$ cat src/rtl/udp_rx_pkg.sv
// Shared definitions for the UDP receive/transmit layers.
//  state_t          : receive FSM states
//  UDP_HDR_LEN      : UDP header size in bytes
//  UDP_MIN_PAYLOAD  : smallest payload that needs no Ethernet padding (shared with TX)
package udp_rx_pkg;

  typedef enum logic [3:0] {
    IDLE,
    WAIT,
    HD00,
    HD01,
    HD02,
    HD03,
    HD04,
    HD05,
    HD06,
    HD07,
    WORK,
    DROP,
    DONE
  } state_t;

  localparam logic [15:0] UDP_HDR_LEN     = 16'd8;
  localparam logic [15:0] UDP_MIN_PAYLOAD = 16'd18;

endpackage

$ cat src/rtl/udp_rx.sv
// Receive-side UDP layer. Parses the 8-byte UDP header from the IP byte
// stream, filters on destination port, forwards payload bytes to the
// downstream FIFO and reports completion via the fs/fd level handshake.
// Checksum is not verified.
// Ports:
//  clk, rst            clock, asynchronous active-high reset
//  fs / fd             frame start (from IP) / frame done (to IP, held until fs drops)
//  rxd_vld, rxd        incoming datagram bytes, MSB byte of each field first
//  local_port          port this node listens on
//  src_port, det_port  ports of the last accepted datagram
//  data_len            payload length of the last accepted datagram
//  fifo_txen, fifo_txd payload FIFO write strobe/data (1-cycle latency)
//  err_len, err_port, err_abort  per-datagram sticky error flags
module udp_rx
  import udp_rx_pkg::*;
#(
  parameter logic [15:0] MAX_LEN  = 16'd1472,
  parameter int          CHK_PORT = 1
) (
  input  logic        clk,
  input  logic        rst,
  input  logic        fs,
  output logic        fd,
  input  logic        rxd_vld,
  input  logic [7:0]  rxd,
  input  logic [15:0] local_port,
  output logic [15:0] src_port,
  output logic [15:0] det_port,
  output logic [15:0] data_len,
  output logic        fifo_txen,
  output logic [7:0]  fifo_txd,
  output logic        err_len,
  output logic        err_port,
  output logic        err_abort
);

  state_t      state, next;
  logic [15:0] src_sh, dst_sh, plen, cnt;
  logic [7:0]  len_hi;
  logic [15:0] udp_len, pay_len;
  logic        last, in_frame;

  assign udp_len  = {len_hi, rxd};
  assign pay_len  = udp_len - UDP_HDR_LEN;
  assign last     = (cnt == plen - 16'd1);
  assign in_frame = (state inside {[HD00:HD07], WORK, DROP});

  always_ff @(posedge clk or posedge rst) begin
    if (rst) state <= IDLE;
    else     state <= next;
  end

  always_comb begin
    next = state;
    fd   = 1'b0;
    case (state)
      IDLE: next = WAIT;
      WAIT: if (fs) next = HD00;
      HD00, HD01, HD02, HD03, HD04, HD05, HD06: begin
        if (!fs)          next = WAIT;
        else if (rxd_vld) next = state_t'(state + 4'd1);
      end
      HD07: begin
        if (!fs) next = WAIT;
        else if (rxd_vld) begin
          if (err_len || err_port) next = DROP;
          else if (plen == '0)     next = DONE;
          else                     next = WORK;
        end
      end
      WORK: begin
        if (!fs)                  next = WAIT;
        else if (rxd_vld && last) next = DONE;
      end
      // plen is forced to 0 for a runt udp_len, so DROP leaves without consuming bytes
      DROP: begin
        if (!fs)                  next = WAIT;
        else if (plen == '0)      next = DONE;
        else if (rxd_vld && last) next = DONE;
      end
      DONE: begin
        fd = 1'b1;
        if (!fs) next = WAIT;
      end
      default: next = IDLE;
    endcase
  end

  always_ff @(posedge clk or posedge rst) begin
    if (rst) begin
      src_sh    <= '0;
      dst_sh    <= '0;
      len_hi    <= '0;
      plen      <= '0;
      cnt       <= '0;
      src_port  <= '0;
      det_port  <= '0;
      data_len  <= '0;
      fifo_txen <= 1'b0;
      fifo_txd  <= '0;
      err_len   <= 1'b0;
      err_port  <= 1'b0;
      err_abort <= 1'b0;
    end else begin
      fifo_txen <= (state == WORK) && fs && rxd_vld;
      if ((state == WORK) && fs && rxd_vld) fifo_txd <= rxd;

      if (state == WORK || state == DROP) cnt <= cnt + {15'd0, rxd_vld};
      else                                cnt <= '0;

      if (state == WAIT && fs) begin
        err_len   <= 1'b0;
        err_port  <= 1'b0;
        err_abort <= 1'b0;
      end
      if (in_frame && !fs) err_abort <= 1'b1;

      if (fs && rxd_vld) begin
        case (state)
          HD00: src_sh[15:8] <= rxd;
          HD01: src_sh[7:0]  <= rxd;
          HD02: dst_sh[15:8] <= rxd;
          HD03: begin
            dst_sh[7:0] <= rxd;
            if ((CHK_PORT != 0) && ({dst_sh[15:8], rxd} != local_port)) err_port <= 1'b1;
          end
          HD04: len_hi <= rxd;
          HD05: begin
            if (udp_len < UDP_HDR_LEN) begin
              err_len <= 1'b1;
              plen    <= '0;
            end else begin
              plen <= pay_len;
              if (pay_len > MAX_LEN) err_len <= 1'b1;
            end
          end
          default: ;
        endcase
      end

      // Published fields change only for datagrams that were actually delivered
      if (next == DONE && (state == WORK || state == HD07)) begin
        src_port <= src_sh;
        det_port <= dst_sh;
        data_len <= plen;
      end
    end
  end

endmodule

$ cat config.mk
export PLATFORM = sky130hd
export DESIGN_NAME = udp_rx
export DESIGN_NICKNAME = d
export VERILOG_FILES = /design/src/rtl/udp_rx_pkg.sv /design/src/rtl/udp_rx.sv
export SDC_FILE = /design/constraint.sdc
export NUM_CORES = 1
export LEC_CHECK = 0
export BUFFER_PORTS_ARGS = -buffer_cell sky130_fd_sc_hd__buf_2
export CORE_UTILIZATION = 52
export CTS_CLUSTER_DIAMETER = 150
export DETAILED_ROUTE_END_ITERATION = 6
export PLACE_DENSITY = 0.85
export REMOVE_ABC_BUFFERS = 1
export SLEW_MARGIN = 20
export SYNTH_ARGS = -nofsm -noshare
export SYNTH_HDL_FRONTEND = slang
export SYNTH_SLANG_ARGS = --single-unit
$ cat constraint.sdc
create_clock -name clk -period 3.8 [get_ports clk]
set_input_delay 0.19 -clock clk [delete_from_list [all_inputs] [get_ports clk]]
set_output_delay 0.19 -clock clk [all_outputs]
set_load 0.02 [all_outputs]
======== Word-level counts from Yosys, hierarchy flattened ========
Cells that the tools add are included.
storage, ports and cells
  bits in registers ....................... 136
  output and inout bits ................... 61
  word-level logic and storage cells ...... 89
cells by class
  $add $sub $neg .......................... 4
  magnitude comparators ................... 4
  eq/ne operators ......................... 15
  mux-type cells .......................... 27
  reductions and logical operators ........ 23
operators by type and width
  kind                                                              count
  2-to-1 mux 4 bit                                                  10
  2-to-1 mux 16 bit                                                 2
  case mux 4 bit (7 select lines)                                   1
  equality test 4 bit (second input constant)                       6
  adder 16 x 1 -> 16 bit                                            1
  equality test 16 bit                                              1
  equality test 4 x 3 -> 1 bit (second input constant)              4
  greater-than comparator 16 x 11 -> 1 bit (second input constant)  1
  logical NOT 16 bit                                                1
  less-than comparator 16 x 4 -> 1 bit (second input constant)      1
  inequality test 16 bit                                            1
  subtractor 16 x 1 -> 16 bit (second input constant)               1
  subtractor 16 x 4 -> 16 bit (second input constant)               1
  2-to-1 mux 1 bit                                                  12
  AND reduction 2 bit                                               6
  equality test 4 x 2 -> 1 bit (second input constant)              2
  logical AND 1 bit                                                 8
  OR reduction 7 bit                                                1
  2-to-1 mux 3 bit                                                  2
  adder 4 x 1 -> 4 bit (second input constant)                      1
  equality test 4 x 1 -> 1 bit (second input constant)              1
  >= comparator 4 x 2 -> 1 bit (second input constant)              1
  <= comparator 4 bit (second input constant)                       1
  logical NOT 4 bit                                                 1
  other kinds (4)                                                   6

======== Longest topological paths before layout ========
  word-level depth ........................ 9
  depth in mapped cells ................... 12
  gate-level depth less buffers ........... 9

======== Least setup slack after synthesis ========
No wires, ideal clock.
  kind .................................... register to register
  start point ............................. register plen[0]
  end point ............................... register data_len[11]
  arrival time ............................ 3.090 ns
  required time ........................... 3.672 ns
  slack ................................... 0.583 ns
  stages on the path, launching flop included .. 12
  buffers on the path ..................... 2
  cells stage by stage .................... dfrtp_1 inv_1 ha_1 nor3b_1 nand2_1 or4_1 o31a_1 a2111oi_2 o2111a_2 buf_6 buf_6 mux2_1
on the way
  word-level cells in the longest chain between the ends .. 9
ends and longest elaborated chain
  element                              line                        RTL
  start, declared                      udp_rx.sv:38                logic [15:0] src_sh, dst_sh, plen, cnt;
  start signal, assigned               udp_rx.sv:133               plen <= pay_len;
  subtractor 16 x 1 -> 16 bit          udp_rx.sv:45                assign last = (cnt == plen - 16'd1);
  equality test 16 bit                 udp_rx.sv:45
  logical AND 1 bit                    udp_rx.sv:73, udp_rx.sv:79
  2-to-1 mux 4 bit                     udp_rx.sv:73, udp_rx.sv:79
  2-to-1 mux 4 bit                     udp_rx.sv:78                else if (plen == '0) next = DONE;
  2-to-1 mux 4 bit                     udp_rx.sv:77                if (!fs) next = WAIT;
  case mux 4 bit (7 select lines) (*)  udp_rx.sv:56                case (state)
  equality test 4 bit (*)              udp_rx.sv:142               if (next == DONE && (state == WORK || state == HD07)) begin
  logical AND 1 bit (*)                udp_rx.sv:142
  end signal, assigned                 udp_rx.sv:145               data_len <= plen;
  end, declared                        udp_rx.sv:29                output logic [15:0] data_len,
Every way passes the cells marked *; elsewhere a longest branch is shown, timed or not.
A chain may end at the register's enable or synchronous reset.

======== Worst setup path in the final report ========
  start point ............................. register plen[0]
  end point ............................... register data_len[1]
Same word-level chain as after synthesis.

==> qor.yml <==
end_kind: "flip-flop"
grt_pass1_vias: 5271
fp.dieW_microns: 115.9
grt-ovfl-total: 0
finalCriticalPeriod_ps: 3408
grt_max_degree: 73
viasPerCell: 5.878
syn2layout_area_growth_pct: 16.65
cts_sinks: 136
final-setup-viol-count: 0
swShare: 0.2864
max_slew_margin: 0.4258
worstPathRequired_ps: 4090
fp.dieH_microns: 115.9
maxClockFrequency_mhz: 293.4
p_comb_frac: 0.141
port_buffers: 88
synth_edf_count: 0
finalWeightedCongestion: 0.9311
num_rows: 41
critPathSlowestCell: "or4_1"
via_count: 5190
synth.avg_cell_area_sq_um: 10.98
seq_power_share: 0.447
hold_depth: 2
worst_slew_pin_slew_ps: 861.3
crit_path_start_kind: "flip-flop"
dp.cells: 850
wl_per_cell_microns: 18.65
intPower_uw: 2596
n_antenna_cell: 0
placed_cell_area_sq_mm: 0.007317
clk_pin_slew_ps: 60
final_cell_area_sq_mm: 0.007864
cts_buffers: 17
antenna_found_initial: 0
synthArstFlopShare: 1.000
firstDrtPassIters: 5
clk_path_buf_depth: 2
clkPwrFrac: 0.411
p_leak_uw: 0.003920
slowest_delay_ps: 490
cp.depth: 10
instances_no_fill: 883
hold_viol_final: 0
ff2ff_path_depth: 10
ys_types: 60
drive_gt1_frac: 0.2419
p_switching_uw: 1042
arrival_ps: 3700
hp-class: "input pin to flip-flop"
ys_seq_elements: 136
grt_usage: 0.2645
rsz0062_at_grt: "false"
detail-route-antenna-nets: 0
final_nets: 734
path_class: "flip-flop to flip-flop"
core_area_sq_mm: 0.01262
clock_skew_ps: 11.13
crit_buf_inv: 2
ctsRootBufferMaster: "clkbuf_16"
total_power_uw: 3637
finalWorstSetupSlack_ps: 392.1
worstSkewPairLatency_ps: 430
mappedNetlistArea_sq_mm: 0.006741
synthCells: 614
cap_violations: 0
die-area_sq_mm: 0.01342
period_share: 0.8968
yosysSeqAreaShare: 0.5048
cts_tree: "yes"
outcome: "complete, no violations"
synth_warnings: 0
ys.flop_type: "dfrtp_1"
irDropWorstVdd_mv: 0.4091
htreeDepth: 4
drc_errors: 0
wirelength_microns: 16470
grt_pass1_wl_microns: 26880
drt_iter0_drc: 370
worst-path-max-fanout: 16
ios: 89
power.density_mw_per_mm2: 462.5
initial_core_util: 0.5342
slew_viol_final: 0
critPathTopFamily: "simple AND/OR/NAND/NOR gates"
dp_hpwl_microns: 11600
worstPathCellList: "inv_1, ha_1, nor3b_2, nand2_1, or4_1, o31a_1, a2111oi_2, o2111a_2, buf_4, mux2_1"
place_ws_ps: 119.4
power groups by stage:
stage	logic, uW	registers (uW)	clock network, uW
5_1_grt	563	1640	1580
3_3_place_gp	488	1640	0
6_report	514	1630	1500
3_5_place_dp	504	1650	0
4_1_cts	509	1620	1510
2_1_floorplan	362	1630	0
cell families after synthesis:
family / synth area share
fa+ha+maj: 0.01485
buf+inv: 0.03136
xor+xnor: 0.06366
compound gates: 0.1091
flops: 0.5048
mux: 0.1468
simple gates: 0.1294
placed cells by master (no fill, tap or decap), types with 3 or more instances in the layout:
cell,instances
ha_1,8
clkinvlp_4,3
nand3_1,11
xor2_1,13
a21oi_1,21
nand2b_1,6
a41oi_1,3
nand2_1,51
clkinv_2,3
o21ai_0,40
xnor2_1,36
clkinv_4,3
mux2_2,39
mux2_1,48
inv_6,4
and2_1,3
buf_4,6
nor3_1,12
a22o_1,3
buf_2,88
a21o_1,6
and3_1,4
o21ai_1,8
nand4_1,15
clkbuf_16,17
a211oi_1,4
nor2b_1,4
dfrtp_1,136
nor4_1,6
o31ai_1,4
nor2_1,28
inv_1,16
or3_1,10
a22oi_1,4
or4_1,6
o21a_1,4
worst reg2reg max path, delay by kind of cell (launching register included):
kind | cells | cell delay [ps]
muxes | 1 | 380
DFF | 1 | 450
buffers and inverters | 2 | 360
AOI/OAI and AO/OA | 3 | 870
and+or+nand+nor | 3 | 1030
adders and majority gates | 1 | 210
state kept, by name, indices dropped and copies added (netlist names), 4 cells and up:
signal and cells:
dst_sh 16, state 4, len_hi 8, plen 16
src_port 16, data_len 16, src_sh 16, fifo_txd 8
cnt 16, det_port 16
Yosys cell counts, types with 4 or more instances:
cell type / instances / area (sq um)
mux2_1: 48 / 540.5
mux2_2: 39 / 439.2
a211oi_1: 4 / 30.03
inv_1: 17 / 63.81
nor4_1: 6 / 37.54
xor2_1: 13 / 113.9
and3_1: 4 / 25.02
dfrtp_1: 136 / 3403
ha_1: 8 / 100.1
nand2_1: 51 / 191.4
nor2_1: 28 / 105.1
o21a_1: 4 / 30.03
nand3_1: 11 / 55.05
or3_1: 10 / 62.56
a21o_1: 6 / 45.04
a22oi_1: 4 / 30.03
a21oi_1: 21 / 105.1
nand4_1: 15 / 93.84
clkbuf_1: 23 / 86.33
nand2b_1: 6 / 37.54
o21ai_1: 8 / 40.04
o21ai_0: 40 / 200.2
xnor2_1: 36 / 315.3
nor2b_1: 4 / 25.02
or4_1: 6 / 45.04
o31ai_1: 4 / 30.03
nor3_1: 12 / 60.06
metal layers:
layer | global-route usage | share of wire | vias to the layer above
li1 | - | - | 2373
met1 | 0.3208 | 0.42 | 2581
met2 | 0.4429 | 0.49 | 203
met3 | 0.08159 | 0.064 | 33
met4 | 0.1000 | 0.018 | 0
met5 | 0 | 0 | -
path summary, 6_finish.rpt:
kind                                          from                      end  slack [ps]
min in group asynchronous                      rst    src_sh[7]$_DFFE_PP0P_         500
hold / removal                                  fs       state[3]$_DFF_PP0_         130
hold reg to reg            data_len[6]$_DFFE_PP0P_  data_len[6]$_DFFE_PP0P_         480
setup reg to reg               plen[0]$_DFFE_PP0P_  data_len[1]$_DFFE_PP0P_         390
setup / recovery               plen[0]$_DFFE_PP0P_  data_len[1]$_DFFE_PP0P_         390
max in group asynchronous                      rst  fifo_txd[1]$_DFFE_PP0P_        2360
layout make-up:
type	count	area, sq um
fill	1010	4756
sequential	136	3403
multi-input combinational	430	3132
timing repair buffer	96	515.5
clock buffer	19	432.9
tap	172	215.2
clock inverter	13	98.84
inverter	17	66.31
repair_timing:
item                                    CTS  global route
gates resized for setup                   0             1
endpoints found under the setup margin    0            48
hold buffers                              1             0
hold endpoints to repair                 70             0
setup buffers                             0             0
per-stage QoR:
step / utilization / hold slack (ps) / setup TNS (ps)
after global routing: 0.6231 / 131.4 / 0
final: 0.6231 / 134.4 / 0
after global placement: 0.5798 / 411.8 / 0
after detailed placement: 0.5798 / 433.8 / 0
after floorplan: - / 297.3 / -4006
after CTS: 0.6227 / 116.3 / 0
(Power assumes the default switching activity.)
